**src/rtl/lif_voltage_update_seq.sv**
```systemverilog
// Purpose : LIF timestep sequencer; read-modify-write sweep of the neuron voltage memory.
// Latency : 3 cycles per neuron (RD/CALC/WR); done pulses one cycle after the last write.
// Backpressure: none; start is ignored while a sweep/clear is in progress.
//
// Ports: clk/rst_n (async active-low); start/busy/done to the timestep controller;
//        syn_addr/syn_current to the synaptic current source (current valid one cycle
//        after the address); mem_* to the voltage memory (registered read);
//        spike_valid/spike/spike_idx to the ensemble vote logic.
// Optional: define MEM_CLEAR_EN to add clear_start and a CLR state that writes
//           {diff=0, vol=V_RESET} to every entry.
module lif_voltage_update_seq #(
  parameter int                       N_NEURON = 40,
  parameter int                       ADDR_W   = 6,
  parameter int                       V_W      = 16,
  parameter logic signed [V_W-1:0]    V_TH     = 16'sd1024,
  parameter logic signed [V_W-1:0]    V_RESET  = 16'sd0,
  parameter logic signed [V_W-1:0]    LEAK     = 16'sd4
) (
  input  logic                     clk,
  input  logic                     rst_n,
  input  logic                     start,
`ifdef MEM_CLEAR_EN
  input  logic                     clear_start,
`endif
  output logic                     busy,
  output logic                     done,
  output logic [ADDR_W-1:0]        syn_addr,
  input  logic signed [V_W-1:0]    syn_current,
  output logic                     mem_wr_en,
  output logic [ADDR_W-1:0]        mem_addr,
  output logic [V_W-1:0]           mem_post_vol,
  output logic [V_W-1:0]           mem_vol_diff,
  input  logic signed [V_W-1:0]    mem_pre_vol,
  output logic                     spike_valid,
  output logic                     spike,
  output logic [ADDR_W-1:0]        spike_idx
);

  localparam logic signed [V_W-1:0] V_MAX = {1'b0, {(V_W-1){1'b1}}};
  localparam logic signed [V_W-1:0] V_MIN = {1'b1, {(V_W-1){1'b0}}};
  localparam logic [ADDR_W-1:0]     LAST  = ADDR_W'(N_NEURON - 1);

  typedef enum logic [2:0] {
    S_IDLE, S_RD, S_CALC, S_WR, S_FIN
`ifdef MEM_CLEAR_EN
    , S_CLR
`endif
  } state_t;

  state_t                  state_q, state_d;
  logic [ADDR_W-1:0]       n_q;
  logic signed [V_W-1:0]   post_q, diff_q;
  logic                    fire_q;

  logic signed [V_W+1:0]   sum_ext;
  logic signed [V_W-1:0]   sat_v;
  logic signed [V_W:0]     dif_ext;
  logic signed [V_W-1:0]   dif_sat;
  logic                    fire_c;
  logic                    is_last;

  assign is_last = (n_q == LAST);

  // State register
  always_ff @(posedge clk or negedge rst_n) begin
    if (!rst_n) state_q <= S_IDLE;
    else        state_q <= state_d;
  end

  // Next-state logic; FIN returns to IDLE unconditionally so a start there is dropped
  always_comb begin
    state_d = state_q;
    case (state_q)
      S_IDLE: begin
`ifdef MEM_CLEAR_EN
        if (clear_start) state_d = S_CLR;
        else
`endif
        if (start)       state_d = S_RD;
      end
      S_RD:   state_d = S_CALC;
      S_CALC: state_d = S_WR;
      S_WR:   state_d = is_last ? S_FIN : S_RD;
`ifdef MEM_CLEAR_EN
      S_CLR:  state_d = is_last ? S_FIN : S_CLR;
`endif
      S_FIN:  state_d = S_IDLE;
      default: state_d = S_IDLE;
    endcase
  end

  // Neuron counter: cleared while idle so every sweep starts at entry 0
  always_ff @(posedge clk or negedge rst_n) begin
    if (!rst_n) begin
      n_q <= '0;
    end else begin
      case (state_q)
        S_IDLE: n_q <= '0;
        S_WR:   if (!is_last) n_q <= n_q + 1'b1;
`ifdef MEM_CLEAR_EN
        S_CLR:  if (!is_last) n_q <= n_q + 1'b1;
`endif
        default: ;
      endcase
    end
  end

  // Integrate and leak at V_W+2 bits so pre+cur-leak can never wrap before saturation
  always_comb begin
    sum_ext = $signed({{2{mem_pre_vol[V_W-1]}}, mem_pre_vol})
            + $signed({{2{syn_current[V_W-1]}}, syn_current})
            - $signed({{2{LEAK[V_W-1]}}, LEAK});
    if (sum_ext[V_W+1:V_W-1] == 3'b000 || sum_ext[V_W+1:V_W-1] == 3'b111)
      sat_v = sum_ext[V_W-1:0];
    else
      sat_v = sum_ext[V_W+1] ? V_MIN : V_MAX;

    // Delta is taken against the saturated value, before any spike reset
    dif_ext = $signed({sat_v[V_W-1], sat_v}) - $signed({mem_pre_vol[V_W-1], mem_pre_vol});
    if (dif_ext[V_W] != dif_ext[V_W-1])
      dif_sat = dif_ext[V_W] ? V_MIN : V_MAX;
    else
      dif_sat = dif_ext[V_W-1:0];

    fire_c = (sat_v >= V_TH);
  end

  // Result registers, loaded at the end of CALC and held through WR
  always_ff @(posedge clk or negedge rst_n) begin
    if (!rst_n) begin
      post_q <= '0;
      diff_q <= '0;
      fire_q <= 1'b0;
    end else if (state_q == S_CALC) begin
      post_q <= fire_c ? V_RESET : sat_v;
      diff_q <= dif_sat;
      fire_q <= fire_c;
    end
  end

  // Moore outputs: everything is a function of state so reset clears them at once
  always_comb begin
    busy         = 1'b0;
    done         = 1'b0;
    syn_addr     = '0;
    mem_wr_en    = 1'b0;
    mem_addr     = '0;
    mem_post_vol = post_q;
    mem_vol_diff = diff_q;
    spike_valid  = 1'b0;
    spike        = 1'b0;
    spike_idx    = '0;
    case (state_q)
      S_RD, S_CALC: begin
        busy     = 1'b1;
        syn_addr = n_q;
        mem_addr = n_q;
      end
      S_WR: begin
        busy        = 1'b1;
        syn_addr    = n_q;
        mem_addr    = n_q;
        mem_wr_en   = 1'b1;
        spike_valid = 1'b1;
        spike       = fire_q;
        spike_idx   = n_q;
      end
`ifdef MEM_CLEAR_EN
      S_CLR: begin
        busy         = 1'b1;
        mem_wr_en    = 1'b1;
        mem_addr     = n_q;
        mem_post_vol = V_RESET;
        mem_vol_diff = '0;
      end
`endif
      S_FIN: done = 1'b1;
      default: ;
    endcase
  end

endmodule

```
**config.mk**
```make
export PLATFORM = sky130hd
export DESIGN_NAME = lif_voltage_update_seq
export DESIGN_NICKNAME = d
export VERILOG_FILES = /design/src/rtl/lif_voltage_update_seq.sv
export SDC_FILE = /design/constraint.sdc
export NUM_CORES = 1
export LEC_CHECK = 0
export ABC_AREA = 1
export CORE_ASPECT_RATIO = 0.75
export CORE_MARGIN = 5
export CORE_UTILIZATION = 46
export DETAILED_ROUTE_END_ITERATION = 16
export GPL_TIMING_DRIVEN = 0
export PLACE_DENSITY = 0.81
export SYNTH_ARGS = -nofsm -noshare
export SYNTH_HDL_FRONTEND = slang
export SYNTH_SLANG_ARGS = --single-unit
export TNS_END_PERCENT = 20
```
**constraint.sdc**
```tcl
create_clock -name clk -period 2.5 [get_ports clk]
set_input_delay 0.25 -clock clk [delete_from_list [all_inputs] [get_ports clk]]
set_output_delay 0.25 -clock clk [all_outputs]
set_load 0.1 [all_outputs]
```
Yosys cells after proc, flatten, opt, wreduce, memory -nomap -nowiden. Index checks and enable logic that the tools add are counted.

Register bits after elaboration: 42. Input port bits: 35. Output and inout bits: 55. Word-level logic and storage cells: 41.

$add $sub $neg: 4. $lt $le $gt $ge: 1. Eq/ne operators: 9. Multiplexer cells: 16. Reductions and logical operators: 6.

Operator list (count): $mux 16 (5); $mux 6 (3); $sub 17x4->18 const B (1); $add 16x16->17 (1); $sub 16x16->17 (1); $ge 16x12->1 const B (1); $pmux 3 s4 (1); $pmux 6 s2 (1); $add 6x1->6 const B (1); $eq 3x2->1 const B (2); $eq 3x3->1 const B (2); $eq 6x6->1 const B (1); $logic_not 3->1 (2); $mux 3 (2); $mux 1 (4); $ne 2x2->1 const B (2); $eq 3x1->1 const B (1); $reduce_or 3->1 (1); $reduce_and 2->1 (1); $reduce_bool 2->1 (1); $logic_or 1x1->1 (1); $ne 1x1->1 (1).

Longest topological paths before layout. Gate-level depths: netlist of the first run.

Depth in word-level cells: 8. Depth in mapped cells: 31. Gate-level depth less buffers: 30.

Least setup slack after synthesis of the first run. OpenSTA, ideal clock, no wires.

Kind: reg-to-output. Start point: register state_q[2]. End point: output port spike. Arrival time: 4.305 ns. Data required time: 2.250 ns. Slack: -2.055 ns. Cell stages (with the launch flop): 4. Path buffers: 0. Cell sequence: dfrtp_1 nor3_1 inv_2 nor2_1.

Cells in the longest elaborated chain, start to end: 2.

Ends and longest elaborated chain: start, declared (line 50) `state_t state_q, state_d;`; start signal, assigned (line 67) `else state_q <= state_d;`; $eq 3x2->1 (line 153) `case (state_q)`; $mux 1 (line 153); end, declared (line 35) `output logic spike,`.

No other way between the ends.

Worst setup path after layout of the first run.
Start point: input port mem_pre_vol[6]. End point: register diff_q[5] (netlist: mem_vol_diff[5]).

Cells in the longest elaborated chain, start to end: 8. Elaborated cells between the ends (all ways): 11. Classes of those cells: 3 x add/sub; 2 x eq/ne; 4 x mux; 2 x reduce/logical.

Ends and longest elaborated chain: start, declared (line 33) `input logic signed [V_W-1:0] mem_pre_vol,`; $add 16x16->17 (line 111) `+ $signed({{2{syn_current[V_W-1]}}, syn_current})`; $sub 17x4->18 (line 112) `- $signed({{2{LEAK[V_W-1]}}, LEAK});`; $eq 3x3->1 / $logic_not 3->1 (equally long branches) (line 113) `if (sum_ext[V_W+1:V_W-1] == 3'b000 || sum_ext[V_W+1:V_W-1] == 3'b111)`; $logic_or 1x1->1 (line 113); $mux 16 (line 113); $sub 16x16->17 * (line 119) `dif_ext = $signed({sat_v[V_W-1], sat_v}) - $signed({mem_pre_vol[V_W-1], mem_pre_vol});`; $mux 16 / $ne 1x1->1 (equally long branches) (line 121, 120); $mux 16 * (line 120) `if (dif_ext[V_W] != dif_ext[V_W-1])`; end signal, assigned (line 136) `diff_q <= dif_sat;`; end, declared (line 52) `logic signed [V_W-1:0] post_q, diff_q;`.

Mark *: on every way between the ends. The rest lies on a longest branch, timed or not. A chain may end at the register's enable or synchronous reset.

==> out/metrics.yaml, run 1 <==
global_route:
  grt-ovfl-total: 0
  antenna_found_initial: 0
  grt_pass1_vias: 5038
  grt_max_degree: 32
  grt_pass1_wl_um: 24700
  grt_use_total_pct: 27.5
synth:
  synth-edff-count: 0
  yosys.area.top_type: "dfrtp_1"
  yosysWarnings: 0
  synth_top_area_share_pct: 25.0
  async_flop_share_pct: 100
  synth_nets: 693
  syn_inst: 609
  netlist_area_um2: 4210
  avgSynthCellArea_um2: 6.92
  synthTopCellsByArea: "dfrtp_1 (25%), nand2_1 (15%), ha_1 (14%), inv_1 (9.7%), a21oi_1 (3.7%)"
  synth-seq-cells: 42
  netlist-cell-type-count: 39
  synth-main-ff-cell: "dfrtp_1"
  yosysSeqAreaShare_pct: 25.0
placed_design:
  gp_congestion: 0.860
  port_buffers: 89
  hpwl_um: 9560
  dp_worst_setup_slack_ps: -2210
floorplan:
  die_w_um: 120
  start_util_pct: 46.7
  design.die.area_um2: 11200
  row_count: 30
  coreArea_um2: 9010
  pin_count: 90
  die_h_um: 92.9
critical_path:
  endpoint_kind: "register"
  crit_arrival_ps: 4120
  path_class: "input pin to register"
  slowest_delay_ps: 310
  crit_required_ps: 2660
  crit_path_top_delay_cell: "ha_4"
  crit_path_frequent_cell: "nand2_4"
  start_kind: "input pin"
  critPathTopFamily: "simple AND/OR/NAND/NOR gates"
  path_buf_inv: 8
  critPathMaxFanout: 5
sta:
  period_minus_slack_ps: 3950
  skew_ps: 4.89
  finalMaxSlewViolations: 0
  worst_slack_ps: -1450
  hold_viol_final: 0
  worst_pin_slew_ps: 1010
  max-slew-margin-rel_pct: 32.3
  period_share_pct: 158
  tns_ps: -24260
  setup_violations: 30
  fmax_ghz: 0.253
  rsz0062_at_grt: "true"
cts:
  clock_latency_ps: 280
  clk_pin_slew_ps: 60
  cts.sinks: 42
  cts_root_buf: "clkbuf_16"
  clock_path_buffers: 2
  cts_tree: "yes"
  numCtsBuffers: 5
  cts-htree-levels: 2
drt:
  dr.pass1.iters: 6
  wl_per_cell_um: 19.5
  ant_nets: 0
  vias: 5037
  vias_per_cell: 5.62
  drt_wl_total_um: 17500
  route.detailed.drc: 0
  drtIter0Drc: 348
finish:
  fillers: 516
  fin_nets: 867
  diodes: 0
  area_growth_pct: 68.1
  drive_gt1_share_pct: 50.4
hold_path:
  min_path_type: "input pin to async pin"
status:
  violations: "setup timing"
  status: "finished, violations left"
power:
  power.density_nw_per_um2: 1340
  p_leak_nw: 3.55
  ir_worst_vdd_v: 0.00132
  p_total_w: 0.00946
job:
  timing.max_cap.violations: 0
[cell usage in the layout, fill, tap and decap left out, types with 4 or more instances in the layout]
cell type,netlist,layout
a21boi_2,10,9
a21oi_1,31,18
a21oi_2,4,11
a21oi_4,0,6
buf_12,0,4
buf_2,2,14
buf_4,8,80
buf_6,2,11
clkbuf_1,3,4
clkbuf_16,0,5
clkbuf_2,0,14
clkdlybuf4s15_1,0,14
clkdlybuf4s50_1,0,34
dfrtp_1,42,41
ha_1,47,6
ha_4,0,40
inv_1,109,62
inv_2,12,54
inv_4,0,4
nand2_1,170,123
nand2_2,22,40
nand2_4,3,31
nand3_1,15,10
nand3_2,4,6
nand3b_1,4,4
nor2_1,38,20
nor2_2,4,8
nor2_4,0,14
nor3_4,0,4
o21ai_0,12,5
o21ai_2,1,5
or2_2,13,13
xnor2_1,12,12
xor2_1,11,11
[area by class of cell]
type                    instances  area [um^2]  area share, %
plain buffers                  15          153           2.16
clock buffers                   6          129           1.82
clock inverters                 2         37.5          0.530
inverters                     121          468           6.61
multi-input cells             431         3720           52.6
flip-flops and latches         42         1050           14.9
well taps                     112          140           1.98
repair buffers                167         1380           19.4
[layer usage]
| layer | global-route usage, % | wire length, um | vias to the layer above |
|---|---|---|---|
| li1 | - | - | 2225 |
| met1 | 33.8 | 6740 | 2370 |
| met2 | 46.3 | 8220 | 338 |
| met3 | 6.59 | 1470 | 104 |
| met4 | 11.3 | 1070 | 0 |
| met5 | 0 | 0 | - |
[flip-flops by register name (all words and copies together), names as in the netlist]
name,cells
mem_vol_diff,16
fire_q,1
mem_post_vol,16
n_q,6
state_q,3
[report_power, final]
group,internal [W],total (W),leakage [nW],switching [W]
Clock,0.000472,0.000746,0.0771,0.000274
Combinational,0.00234,0.00754,2.96,0.00520
Sequential,0.000979,0.00117,0.514,0.000195
[logic make-up after synthesis]
family	after synthesis	share of synthesized area [%]
adders and majority gates	49	14.9
xor gates and xnor gates	23	4.78
DFF	42	25.0
AOI/OAI and AO/OA	73	11.5
buffers and inverters	136	13.3
and+or+nand+nor	286	30.6
[cell usage after synthesis (all sizes together), types with 4 or more instances]
cell and count:
nor2 42, a21boi 13, buf 12, xor2 11, xnor2 12, dfrtp 42
or2 13, nand2 195, o21ai 14, ha 47, inv 121, nor3 8
a21oi 35, nand3b 4, nand3 19
[stage by stage]
step | hold slack [ps] | util [%] | area, um^2 | cells
finish | 416 | 78.6 | 7080 | 896
global route | 452 | 78.6 | 7080 | 896
CTS | 407 | 74.7 | 6730 | 884
detailed placement | 169 | 61.8 | 5560 | 811
global placement | 463 | 61.6 | 5550 | 810
floorplan | -45.6 | - | 4520 | 609
[final timing paths]
kind | depth (start not counted) | slack, ps | endpoint | startpoint
setup / recovery | 31 | -1450 | mem_vol_diff[5] | mem_pre_vol[6]
hold / removal | 2 | 420 | mem_post_vol[13] | rst_n
setup reg to reg | 11 | 300 | n_q[5] | state_q[0]
hold reg to reg | 2 | 490 | mem_post_vol[3] | mem_post_vol[3]
max in group asynchronous | 3 | 1590 | state_q[2] | rst_n
min in group clk | 2 | 490 | mem_post_vol[3] | mem_post_vol[3]
[what timing repair did]
item | in CTS | in global routing
gates cloned | 3 | 0
setup endpoints to repair | 51 | 46
gates resized for setup | 250 | 103
endpoints found under the hold margin | 11 | 0
pin swaps | 87 | 49
hold buffers | 1 | 0
buffers inserted | 61 | 12
(Power assumes the default switching activity.)
==> run 2, diff against run 1 <==
--- a/config.mk
+++ b/config.mk
@@ -9,9 +9,11 @@
 export CORE_ASPECT_RATIO = 0.75
 export CORE_MARGIN = 5
 export CORE_UTILIZATION = 46
+export CTS_CLUSTER_SIZE = 16
 export DETAILED_ROUTE_END_ITERATION = 16
 export GPL_TIMING_DRIVEN = 0
 export PLACE_DENSITY = 0.81
+export SLEW_MARGIN = 20
 export SYNTH_ARGS = -nofsm -noshare
 export SYNTH_HDL_FRONTEND = slang
 export SYNTH_SLANG_ARGS = --single-unit
==> results of run 2 <==
Final layout, timing and power as in run 1 (identical DEF).
